## config.mk

```make
export PLATFORM = sky130hd
export DESIGN_NAME = jk_exc_driver
export DESIGN_NICKNAME = d
export VERILOG_FILES = /design/src/rtl/jk_exc_driver.sv
export SDC_FILE = /design/constraint.sdc
export NUM_CORES = 1
export LEC_CHECK = 0
export ABC_AREA = 1
export ABC_CLOCK_PERIOD_IN_PS = 1800
export CORE_ASPECT_RATIO = 0.6
export CORE_MARGIN = 2
export CORE_UTILIZATION = 48
export CTS_CLUSTER_SIZE = 10
export DETAILED_ROUTE_END_ITERATION = 8
export GPL_TIMING_DRIVEN = 0
export PLACE_DENSITY = 0.87
export SYNTH_ARGS = -nofsm -noshare
export SYNTH_HDL_FRONTEND = slang
export SYNTH_SLANG_ARGS = --single-unit
```

## constraint.sdc

```tcl
create_clock -name clk -period 1.8 [get_ports clk]
set_input_delay 0.36 -clock clk [delete_from_list [all_inputs] [get_ports clk]]
set_output_delay 0.36 -clock clk [all_outputs]
set_load 0.005 [all_outputs]
```

## src/rtl/jk_exc_driver.sv

```systemverilog
// Drives a JK flip-flop through a queued sequence of target Q values and checks each result.
// Latency: push at edge n -> J/K in cycle n+1 -> done in cycle n+3; one target per 2 cycles.
// Backpressure: tgt_ready drops only when the DEPTH-entry target FIFO is full.
module jk_exc_driver #(
    parameter int DEPTH     = 4,
    parameter int DC_POLICY = 0,
    parameter int CNT_W     = 8
) (
    input  logic             clk,
    input  logic             rst,
    input  logic             tgt_valid,
    input  logic             tgt_bit,
    output logic             tgt_ready,
    input  logic             q_fb,
    input  logic             err_clr,
    output logic             J,
    output logic             K,
    output logic             busy,
    output logic             done,
    output logic             err,
    output logic [CNT_W-1:0] err_cnt
);

    localparam int AW = $clog2(DEPTH);
    localparam logic [AW:0] FULL_CNT = (AW+1)'(DEPTH);

    localparam logic [1:0] S_IDLE  = 2'd0;
    localparam logic [1:0] S_DRIVE = 2'd1;
    localparam logic [1:0] S_CHECK = 2'd2;

    logic [1:0]       state;
    logic [DEPTH-1:0] mem;
    logic [AW-1:0]    wr_ptr;
    logic [AW-1:0]    rd_ptr;
    logic [AW:0]      count;
    logic             qm;
    logic             tgt_r;

    logic empty;
    logic full;
    logic push;
    logic pop;
    logic head;
    logic q_now;
    logic exc_j;
    logic exc_k;

    assign empty     = (count == '0);
    assign full      = (count == FULL_CNT);
    assign tgt_ready = ~full;
    assign push      = tgt_valid & tgt_ready;
    assign pop       = ((state == S_IDLE) || (state == S_CHECK)) && !empty;
    assign head      = mem[rd_ptr];
    assign busy      = (state != S_IDLE) || !empty;

    // On CHECK->DRIVE the model is being updated from q_fb at the same edge, so use q_fb directly.
    assign q_now = (state == S_CHECK) ? q_fb : qm;

    always_comb begin
        exc_j = 1'b0;
        exc_k = 1'b0;
        if (DC_POLICY == 1) begin
            exc_j = q_now ? 1'b1 : head;
            exc_k = q_now ? ~head : 1'b1;
        end else begin
            exc_j = ~q_now & head;
            exc_k = q_now & ~head;
        end
    end

    always_ff @(posedge clk) begin
        if (push) begin
            mem[wr_ptr] <= tgt_bit;
        end
    end

    always_ff @(posedge clk or posedge rst) begin
        if (rst) begin
            state   <= S_IDLE;
            wr_ptr  <= '0;
            rd_ptr  <= '0;
            count   <= '0;
            qm      <= 1'b0;
            tgt_r   <= 1'b0;
            J       <= 1'b0;
            K       <= 1'b0;
            done    <= 1'b0;
            err     <= 1'b0;
            err_cnt <= '0;
        end else begin
            if (push) begin
                wr_ptr <= wr_ptr + 1'b1;
            end
            if (pop) begin
                rd_ptr <= rd_ptr + 1'b1;
            end
            if (push && !pop) begin
                count <= count + 1'b1;
            end else if (pop && !push) begin
                count <= count - 1'b1;
            end

            done <= (state == S_CHECK);

            case (state)
                S_IDLE: begin
                    if (pop) begin
                        state <= S_DRIVE;
                        tgt_r <= head;
                        J     <= exc_j;
                        K     <= exc_k;
                    end
                end
                S_DRIVE: begin
                    state <= S_CHECK;
                    J     <= 1'b0;
                    K     <= 1'b0;
                end
                S_CHECK: begin
                    qm <= q_fb;
                    if (pop) begin
                        state <= S_DRIVE;
                        tgt_r <= head;
                        J     <= exc_j;
                        K     <= exc_k;
                    end else begin
                        state <= S_IDLE;
                    end
                end
                default: begin
                    state <= S_IDLE;
                    J     <= 1'b0;
                    K     <= 1'b0;
                end
            endcase

            // Clear wins over a mismatch landing on the same edge.
            if (err_clr) begin
                err     <= 1'b0;
                err_cnt <= '0;
            end else if ((state == S_CHECK) && (q_fb != tgt_r)) begin
                err <= 1'b1;
                if (err_cnt != '1) begin
                    err_cnt <= err_cnt + 1'b1;
                end
            end
        end
    end

endmodule

```

==> results of run 1 <==
synth_stat cells:
library cell	n	area (um2)
dfrtp_1	23	576
xnor2_1	2	17.5
nand2_2	4	25.0
a21oi_1	3	15.0
fa_1	1	20.0
nand3b_1	1	7.51
nor2_1	15	56.3
nand2_1	42	158
nand3_1	10	50.1
o21ai_1	4	20.0
nand3_2	2	20.0
nor2_4	3	33.8
inv_1	22	82.6
inv_2	2	7.51
o21bai_1	1	7.51
edfxtp_1	4	120
o21ai_2	3	26.3
xor2_1	4	35.0
ha_1	6	75.1
nor2_2	2	12.5
mux2_2	1	11.3
o21a_1	1	7.51
o21ai_0	2	10.0
worst paths after layout:
kind,end,startpoint,cells past startpoint
worst max-delay path,count[1],count[1],8
worst min-delay path,state[1],state[1],1
worst max register to register,count[1],count[1],8
worst min register to register,state[1],state[1],1
max in group asynchronous,err_cnt[4],rst,2
min in group asynchronous,err_cnt[2],rst,2
flip-flops by register name, indices dropped and copies added, names as in the netlist, 2 cells and up:
register / cells
err_cnt: 8
mem: 4
count: 3
rd_ptr: 2
state: 2
wr_ptr: 2
worst max-delay path, stage by stage (launching register included):
cell and delay [ns]:
dfrtp_1 0.43, nor2_4 0.18, nand2_2 0.09, nand2_2 0.10, inv_4 0.04, ha_4 0.16, inv_4 0.05, fa_2 0.41
mux2_4 0.27
through the flow:
| stage | util [%] | hold WS, ns |
|---|---|---|
| finish | 63.0 | 0.454 |
| global placement | 58.3 | 0.437 |
| detailed placement | 58.3 | 0.446 |
| floorplan | - | 0.362 |
| CTS | 61.7 | 0.458 |
| global route | 63.0 | 0.481 |
layout make-up:
| class | instances | area [um2] | share of cell area (%) |
|---|---|---|---|
| inverters | 24 | 95.1 | 5.36 |
| well taps | 34 | 42.5 | 2.40 |
| repair buffers | 26 | 240 | 13.5 |
| flip-flops and latches | 27 | 696 | 39.2 |
| clock buffers | 4 | 45.0 | 2.54 |
| multi-input cells | 107 | 656 | 37.0 |
repair_timing:
action | CTS | global route
endpoints found under the setup margin | 4 | 4
resized for setup | 8 | 9
buffers inserted | 5 | 2
pin swaps | 4 | 6
cells by family after synthesis:
logic type	count (synthesis)	synth area share [%]
DFF	27	49.9
muxes	1	0.808
AOI/OAI and AO/OA	14	6.19
adders and majority gates	7	6.82
and+or+nand+nor	79	26.0
xor gates and xnor gates	6	3.77
buffers and inverters	24	6.46
per-layer routing:
layer	vias up	track usage, %	part of all wire, %
li1	550	-	-
met1	501	25.7	51
met2	14	26.1	44
met3	2	5.09	3.5
met4	0	5.45	0.98
met5	-	0	0
power breakdown:
| part | switching [uW] | total [uW] | internal (uW) | leakage [uW] |
|---|---|---|---|---|
| registers | 134 | 948 | 814 | 0.000333 |
| clock network | 176 | 334 | 158 | 0.0000228 |
| logic | 625 | 1160 | 540 | 0.000482 |
==> summary.md, run 1 <==
| Metric | Value |
|---|---|
| Peak supply drop | 0.796 mV |
| Max Cap Viol | 0 |
| Dpl hpwl | between 1500 and 2000 um |
| Setup TNS | -0.0427 ns |
| Failing checks | setup timing |
| Starting density of the core | 49.5% |
| Filler cells | 240 |
| N_diodes | 0 |
| Initial antenna violation count | 0 |
| Num CTS Buffers | 3 |
| Routed wire length | about 2800 um |
| Full die area | 0.00337 mm2 |
| Final Cell Area | 0.00177 mm2 |
| Worst-skew pair later-pin latency | about 0.27 ns |
| Layout cells sized above 1 | 20.2% |
| Drt wl/cell | 12.4 um |
| I/O pin cnt | 20 |
| Row cnt | 15 |
| Layout net count | ~200 |
| Worst EP required | 1.96 ns |
| Final critical-path share of the clock period | 102% |
| CP startpoint kind | flop |
| Fmax | 543 MHz |
| Remaining DRCs | 0 |
| Syn Std Cell Area | 0.00139 mm2 |
| CTS tree | yes |
| Vias in the first global route | roughly 1000 |
| Reg2Reg Setup Slack | -0.04 ns |
| Most frequent cells in the layout | 39 x nand2_1, 23 x dfrtp_1, 19 x inv_1, 17 x clkdlybuf4s50_1, 14 x nor2_1 |
| First-pass GRT wire length | 4310 um |
| Clock buffer depth | 2 |
| Routed Antenna Nets | 0 |
| CTS H-Tree Depth | 1 |
| Final hold viol count | 0 |
| Fin crit period | 1.84 ns |
| Starting DRC count in detailed routing | 49 |
| Root Buffer Master | clkbuf_8 |
| CP Max Fanout | 2 |
| Finished Layout Cells | 222 |
| HP Class | reg2reg |
| Setup violators final | 1 |
| Mapped Nets | roughly 170 |
| Yosys warns | 0 |
| Largest net degree at the start of global routing | 24 |
| Global placer's final weighted congestion | 0.764 |
| Outcome | complete, but fails checks |
| Setup WS post-layout | -0.0427 ns |
| Core ar. | 0.00282 mm2 |
| Sequential area share after synthesis | 49.9% |
| Via count | 1067 |
| Critical path class | reg2reg |
| Most common cell after layout, fill and taps aside | nand2_1 |
| Hold_buf cts | 0 |
| Total global-route track usage | ~18% |
| RSZ-0062 raised after global routing | true |
| Post-route total power | 2450 uW |
| Vias per inst | 4.81 |
| Worst Tran Pin Value | 0.842 ns |
| Die width | around 74 um |
| Die Ht | 45.7 um |
| # placed instances | 211 |
| Clock sink count | 27 |
| Slew HR | between 40% and 50% |
| Dpl cell area | around 0.0016 mm2 |
| Global route overflow | 0 |
| I/O Buffers | 19 |
| First-pass DRT Iterations | 4 |
| Crit path DAT | 2.01 ns |
| Synth unique cells | 23 |
| Worst Skew | just over 0.006 ns |
| Cell Pwr Density | 1380 mW/mm2 |
| Synth-to-layout area growth | 27.3% |
| Seq cells post-synth | 27 |
| P_leak | 0.000837 uW |
| Avg Inst Size Synth | between 8 and 9 um2 |
| Post-Synthesis Cells | 158 |
| Worst setup EP type | flop |
| Clock slew at the register clock pins of the worst setup and hold paths | 0.09 ns |
| Pre-CTS setup slack | -0.342 ns |
| Max-slew violation count | 0 |
Power figures use the tool's default switching activity.
==> inputs of run 2 (changes only) <==
--- a/config.mk
+++ b/config.mk
@@ -7,8 +7,8 @@
 export LEC_CHECK = 0
 export ABC_AREA = 1
 export ABC_CLOCK_PERIOD_IN_PS = 1800
+export CAP_MARGIN = 20
 export CORE_ASPECT_RATIO = 0.6
-export CORE_MARGIN = 2
 export CORE_UTILIZATION = 48
 export CTS_CLUSTER_SIZE = 10
 export DETAILED_ROUTE_END_ITERATION = 8
==> run 2 against run 1 <==
Against the previous run: the run still ends with setup timing left; non-clock buffer count decreased by 3; setup slack improved by 0.021 ns; utilization increased by 2.6 points; via count increased by 0.84%; sequential share of layout area increased by 1.1 points.
==> summary.md, run 2 (synthesized netlist as in run 1, its figures left out) <==
| Metric | Value |
|---|---|
| Row cnt | 14 (was 15) |
| Worst EP required | 1.96 ns (about the same) |
| Fin crit period | 1.82 ns (was 1.84 ns) |
| Setup violators final | 2 (was 1) |
| CTS H-Tree Depth | 1 (unchanged) |
| Reg2Reg Setup Slack | -0.02 ns (was -0.04 ns) |
| Reg2Reg Depth | 9 (was 8) |
| Pre-CTS setup slack | -0.350 ns (was -0.342 ns) |
| Core ar. | 0.00263 mm2 (was 0.00282 mm2) |
| HP Class | reg2reg (unchanged) |
| Worst Skew | 0.00956 ns (was 0.00616 ns) |
| FF+latch area | 696 um2 (unchanged) |
| Crit path DAT | 1.98 ns (was 2.01 ns) |
| Setup WS post-layout | -0.0214 ns (was -0.0427 ns) |
| Post-route total power | 2320 uW (was 2450 uW) |
| Setup TNS | -0.0322 ns (was -0.0427 ns) |
| Final Cell Area | 0.00173 mm2 (was 0.00177 mm2) |
| Routed wire length | 2750 um (was 2760 um) |
| Peak supply drop | 0.851 mV (was 0.796 mV) |
| Failing checks | setup timing (unchanged) |
| Clock sink count | 27 (unchanged) |
| CP Max Fanout | 4 (was 2) |
| Total global-route track usage | 19.3% (was 17.8%) |
| Dpl cell area | 0.00164 mm2 (about the same) |
| Hold EP | state[1] (unchanged) |
| Die Ht | 43.7 um (was 45.7 um) |
| Remaining DRCs | 0 (unchanged) |
| Area of the multi-input gates | 636 um2 (was 656 um2) |
| HP Start | state[1] (unchanged) |
| Initial antenna violation count | 0 (unchanged) |
| CP startpoint kind | flop (unchanged) |
| Synth-to-layout area growth | 23.8% (was 27.3%) |
| Layout cells sized above 1 | 17.3% (was 20.2%) |
| Root Buffer Master | clkbuf_8 (unchanged) |
| Starting density of the core | 53.0% (was 49.5%) |
| Most common cell after layout, fill and taps aside | nand2_1 (unchanged) |
| Die width | 71.6 um (was 73.6 um) |
| M2 GR Usage | 33.3% (was 26.1%) |
| Cell Pwr Density | 1350 mW/mm2 (was 1380 mW/mm2) |
| Clock buffer depth | 2 (unchanged) |
| Largest register FFs | 8 (unchanged) |
| Reg2reg end | count[2] (was count[1]) |
| Global route overflow | 0 (unchanged) |
| Global placer's final weighted congestion | 0.835 (was 0.764) |
| Max Cap Viol | 0 (unchanged) |
| Drt wl/cell | 12.7 um (was 12.4 um) |
| Final hold viol count | 0 (unchanged) |
| CTS tree | yes (unchanged) |
| Largest net degree at the start of global routing | 24 (unchanged) |
| Filler cells | 197 (was 240) |
| Final critical-path share of the clock period | 101% (was 102%) |
| Dpl hpwl | 2070 um (was 1910 um) |
| Worst setup EP type | flop (unchanged) |
| First-pass DRT Iterations | 4 (unchanged) |
| Hold_buf cts | 0 (unchanged) |
| Vias in the first global route | 1014 (was 972) |
| Layout net count | 199 (was 202) |
| Met1 usage | 24.8% (was 25.7%) |
| Full die area | 0.00313 mm2 (was 0.00337 mm2) |
| Outcome | complete, but fails checks (unchanged) |
| Max-slew violation count | 0 (unchanged) |
| Worst-skew pair later-pin latency | 0.27 ns (about the same) |
| I/O pin cnt | 20 (unchanged) |
| Worst Tran Pin Value | 0.852 ns (was 0.842 ns) |
| Num CTS Buffers | 3 (unchanged) |
| Via count | 1076 (was 1067) |
| Grt met3 use | 5.81% (was 5.09%) |
| Vias per inst | 4.96 (was 4.81) |
| Setup crit start | count[1] (unchanged) |
| Clock slew at the register clock pins of the worst setup and hold paths | 0.09 ns (about the same) |
| Most frequent cells in the layout | 39 x nand2_1, 23 x dfrtp_1, 19 x inv_1, 18 x clkdlybuf4s50_1, 14 x nor2_1 (was 39 x nand2_1, 23 x dfrtp_1, 19 x inv_1, 17 x clkdlybuf4s50_1, 14 x nor2_1) |
| N_diodes | 0 (unchanged) |
| Largest regs | err_cnt (8), mem (4), count (3) (unchanged) |
| I/O Buffers | 19 (unchanged) |
| Worst hold path stage count | 1 (unchanged) |
| P_leak | 0.000808 uW (was 0.000837 uW) |
| Reg with most FFs | err_cnt (unchanged) |
| Starting DRC count in detailed routing | 43 (was 49) |
| First-pass GRT wire length | 4490 um (was 4310 um) |
| Fmax | 549 MHz (was 543 MHz) |
| Slew HR | 43.2% (was 43.8%) |
| RR Startpoint | count[1] (unchanged) |
| Critical path class | reg2reg (unchanged) |
| Top Usage Layer GRT | met2 (unchanged) |
| Routed Antenna Nets | 0 (unchanged) |
| RSZ-0062 raised after global routing | true (unchanged) |
## run 2: worst max path at each step
stage	slack, ns	cells past startpoint	to
finish	-0.02	9	count[2]
global route	-0.08	9	count[2]
CTS	-0.02	8	count[1]
detailed placement	-0.35	9	count[2]
global placement	-0.28	9	count[2]
floorplan	0.01	8	count[1]
## run 2: cell type report
cell class	count	share of cell area [%]
Sequential cell	27	40.3
Inverter	24	5.22
Timing Repair Buffer	23	12.7
Clock buffer	4	2.61
Tap cell	32	2.32
Multi-Input combinational cell	107	36.8
## run 2: critical path, cell delays in order (launching register included)
cell,delay (ns)
dfrtp_1,0.40
nor2_2,0.16
nand2_2,0.11
nand2_4,0.11
ha_4,0.13
inv_2,0.04
fa_1,0.39
a21oi_1,0.14
o21ai_1,0.09
xor2_1,0.14
## run 2: per-layer routing
layer	part of all wire [%]	wire length, um	vias to the layer above
li1	-	-	546
met1	45	1220	500
met2	50	1370	30
met3	5.6	154	0
met4	0	0	0
met5	0	0	-
## run 2: what timing repair did
action,4_1_cts,5_1_grt
resized for setup,6,1
setup endpoints to repair,3,2
pin swaps,4,4
setup buffers,3,1
## run 2: metrics by stage
step	hold WS, ns	util (%)	cells
final	0.455	65.7	217
after global routing	0.491	65.7	217
after floorplan	0.362	-	158
after CTS	0.461	65.3	216
after detailed placement	0.449	62.4	209
after global placement	0.436	62.4	209
## run 2: where the power goes
part / switching, uW / total [uW] / internal [uW]
Combinational: 568 / 1040 / 469
Sequential: 132 / 946 / 814
Clock: 180 / 339 / 158
Total: 881 / 2320 / 1440
==> inputs of run 3 (changes only) <==
--- a/config.mk
+++ b/config.mk
@@ -6,14 +6,14 @@
 export NUM_CORES = 1
 export LEC_CHECK = 0
 export ABC_AREA = 1
-export ABC_CLOCK_PERIOD_IN_PS = 1800
+export ABC_CLOCK_PERIOD_IN_PS = 1500
 export CAP_MARGIN = 20
 export CORE_ASPECT_RATIO = 0.6
-export CORE_UTILIZATION = 48
+export CORE_UTILIZATION = 44
 export CTS_CLUSTER_SIZE = 10
 export DETAILED_ROUTE_END_ITERATION = 8
 export GPL_TIMING_DRIVEN = 0
-export PLACE_DENSITY = 0.87
+export PLACE_DENSITY = 0.81
 export SYNTH_ARGS = -nofsm -noshare
 export SYNTH_HDL_FRONTEND = slang
 export SYNTH_SLANG_ARGS = --single-unit
==> constraint.sdc (replaced) <==
create_clock -name clk -period 1.5 [get_ports clk]
set_input_delay 0.15 -clock clk [delete_from_list [all_inputs] [get_ports clk]]
set_output_delay 0.15 -clock clk [all_outputs]
set_load 0.005 [all_outputs]
==> run 3 against run 2 <==
Against the previous run: the flow still finishes with violations (setup timing); utilization fell by 5.2 points; sequential power up 19%; global-route usage is 1.5 points lower; setup slack worse by 0.30 ns; first-iteration DRC count up 120%.
==> summary.md, run 3 (synthesized netlist as in run 1, its figures left out) <==
| Metric | Value |
|---|---|
| Dpl hpwl | 1960 um (was 2070 um) |
| Largest register FFs | 8 (unchanged) |
| N_diodes | 0 (unchanged) |
| Worst EP required | 1.67 ns (was 1.96 ns) |
| Worst Tran Pin Value | 0.857 ns (was 0.852 ns) |
| Peak supply drop | 0.825 mV (was 0.851 mV) |
| Most common cell after layout, fill and taps aside | nand2_1 (unchanged) |
| HP Class | in2async (was reg2reg) |
| Dpl cell area | 0.00165 mm2 (was 0.00164 mm2) |
| Largest regs | err_cnt (8), mem (4), count (3) (unchanged) |
| Setup TNS | -0.632 ns (was -0.0322 ns) |
| Largest net degree at the start of global routing | 24 (unchanged) |
| Clock slew at the register clock pins of the worst setup and hold paths | 0.09 ns (about the same) |
| Routed wl met2 | 1340 um (was 1370 um) |
| Drt wl/cell | 12.3 um (was 12.7 um) |
| Final critical-path share of the clock period | 122% (was 101%) |
| Vias in the first global route | 984 (was 1014) |
| Clock buffer depth | 2 (unchanged) |
| CTS tree | yes (unchanged) |
| Cell Pwr Density | 1660 mW/mm2 (was 1350 mW/mm2) |
| Via count | 1110 (was 1076) |
| Setup WS post-layout | -0.325 ns (was -0.0214 ns) |
| Final Cell Area | 0.00178 mm2 (was 0.00173 mm2) |
| I/O Buffers | 19 (unchanged) |
| CTS H-Tree Depth | 1 (unchanged) |
| Core ar. | 0.00295 mm2 (was 0.00263 mm2) |
| Failing checks | setup timing (unchanged) |
| Most frequent cells in the layout | 40 x nand2_1, 23 x dfrtp_1, 19 x inv_1, 17 x clkdlybuf4s50_1, 14 x nor2_1 (was 39 x nand2_1, 23 x dfrtp_1, 19 x inv_1, 18 x clkdlybuf4s50_1, 14 x nor2_1) |
| Global placer's final weighted congestion | 0.771 (was 0.835) |
| Max-slew violation count | 0 (unchanged) |
| Num CTS Buffers | 3 (unchanged) |
| Pint | 1840 uW (was 1440 uW) |
| Sw frac | 37.7% (was 37.9%) |
| P_leak | 0.000838 uW (was 0.000808 uW) |
| Routed wire length | 2870 um (was 2750 um) |
| Total global-route track usage | 17.8% (was 19.3%) |
| Slew HR | 42.8% (was 43.2%) |
| Global route overflow | 0 (unchanged) |
| Row cnt | 15 (was 14) |
| Die Ht | 45.6 um (was 43.7 um) |
| Crit path DAT | 1.99 ns (was 1.98 ns) |
| Clock sink count | 27 (unchanged) |
| First-pass GRT wire length | 4420 um (was 4490 um) |
| Synth-to-layout area growth | 27.9% (was 23.8%) |
| First-pass DRT Iterations | 4 (unchanged) |
| DR WL met3 | 138 um (was 154 um) |
| Fin util | 60.5% (was 65.7%) |
| Remaining DRCs | 0 (unchanged) |
| Reg with most FFs | err_cnt (unchanged) |
| Final hold slack | 0.340 ns (was 0.455 ns) |
| RSZ-0062 raised after global routing | true (unchanged) |
| Starting density of the core | 47.3% (was 53.0%) |
| Final hold viol count | 0 (unchanged) |
| Worst setup EP type | flop (unchanged) |
| Layout net count | 205 (was 199) |
| Clk network pwr share | 14.2% (was 14.6%) |
| Worst Skew | 0.00696 ns (was 0.00956 ns) |
| Die width | 74.7 um (was 71.6 um) |
| Vias per inst | 4.76 (was 4.96) |
| Psw | 1120 uW (was 881 uW) |
| Full die area | 0.00340 mm2 (was 0.00313 mm2) |
| Routed Antenna Nets | 0 (unchanged) |
| Starting DRC count in detailed routing | 93 (was 43) |
| Root Buffer Master | clkbuf_8 (unchanged) |
| CP startpoint kind | flop (unchanged) |
| Routed length on met1 | 1350 um (was 1220 um) |
| Worst-skew pair later-pin latency | 0.28 ns (was 0.27 ns) |
| Combinational power share | 47.6% (was 44.7%) |
| Critical path class | reg2reg (unchanged) |
| CP Max Fanout | 2 (was 4) |
| Fin crit period | 1.82 ns (about the same) |
| Initial antenna violation count | 0 (unchanged) |
| Setup violators final | 2 (unchanged) |
| Max Cap Viol | 0 (unchanged) |
| Outcome | complete, but fails checks (unchanged) |
| Flop pwr share | 38.2% (was 40.7%) |
| I/O pin cnt | 20 (unchanged) |
| Layout cells sized above 1 | 20.9% (was 17.3%) |
| DR top layer | met4 (was met3) |
| Fmax | 548 MHz (was 549 MHz) |
==> run 3: cell types whose count changed in the layout (fill, tap and decap cells not counted), sizes merged <==
cell / before / now
buf: 4 / 10
clkbuf: 4 / 5
clkdlybuf4s50: 18 / 17
==> run 3: timing repair <==
item,CTS,global route
endpoints found under the setup margin,4,3
setup buffers,6,4
pin swaps,3,1
hold endpoints to repair,0,0
hold buffers,0,0
resized for setup,6,6
==> run 3: power by group through the flow <==
| stage | Clock (uW) | Combinational, uW | Sequential [uW] |
|---|---|---|---|
| after global placement | 0 | 1030 | 1130 |
| after detailed placement | 0 | 1110 | 1150 |
| after global routing | 460 | 1570 | 1150 |
| final | 419 | 1410 | 1130 |
| after floorplan | 0 | 784 | 1120 |
| after CTS | 424 | 1260 | 1120 |
==> run 3: worst paths after layout <==
| path | from | end | slack, ns | cells after the start |
|---|---|---|---|---|
| setup / recovery | count[0] | count[1] | -0.32 | 8 |
| hold / removal | rst | count[0] | 0.34 | 2 |
| setup reg to reg | count[0] | count[1] | -0.32 | 8 |
| hold reg to reg | state[1] | state[1] | 0.46 | 1 |
| max in group asynchronous | rst | rd_ptr[1] | 0.63 | 2 |
| min in group clk | state[1] | state[1] | 0.46 | 1 |
==> run 3: final cells by class <==
class	instances	area (um2)
fillers	256	1160
flip-flops and latches	27	696
multi-input cells	107	638
repair buffers	29	259
inverters	24	92.6
well taps	42	52.6
clock buffers	4	45.0
==> run 3: per-layer routing <==
metal / GRT usage, % / up-vias
li1: - / 556
met1: 24.3 / 523
met2: 28.5 / 24
met3: 3.98 / 7
met4: 5.66 / 0
met5: 0 / -
==> run 3: metrics by stage <==
stage               power [uW]  setup slack [ns]  std cells
floorplan                 1910            -0.289        158
global placement          2170            -0.373        219
detailed placement        2260            -0.415        219
CTS                       2810            -0.257        229
global route              3180            -0.369        233
finish                    2960            -0.325        233
==> run 3: critical path, cell delays in order (launching register included) <==
cell and delay, ns:
dfrtp_1 0.40, nor2_2 0.16, nand2_1 0.10, nand2_2 0.09, inv_2 0.06, ha_4 0.16
inv_4 0.05, fa_2 0.42, mux2_4 0.28
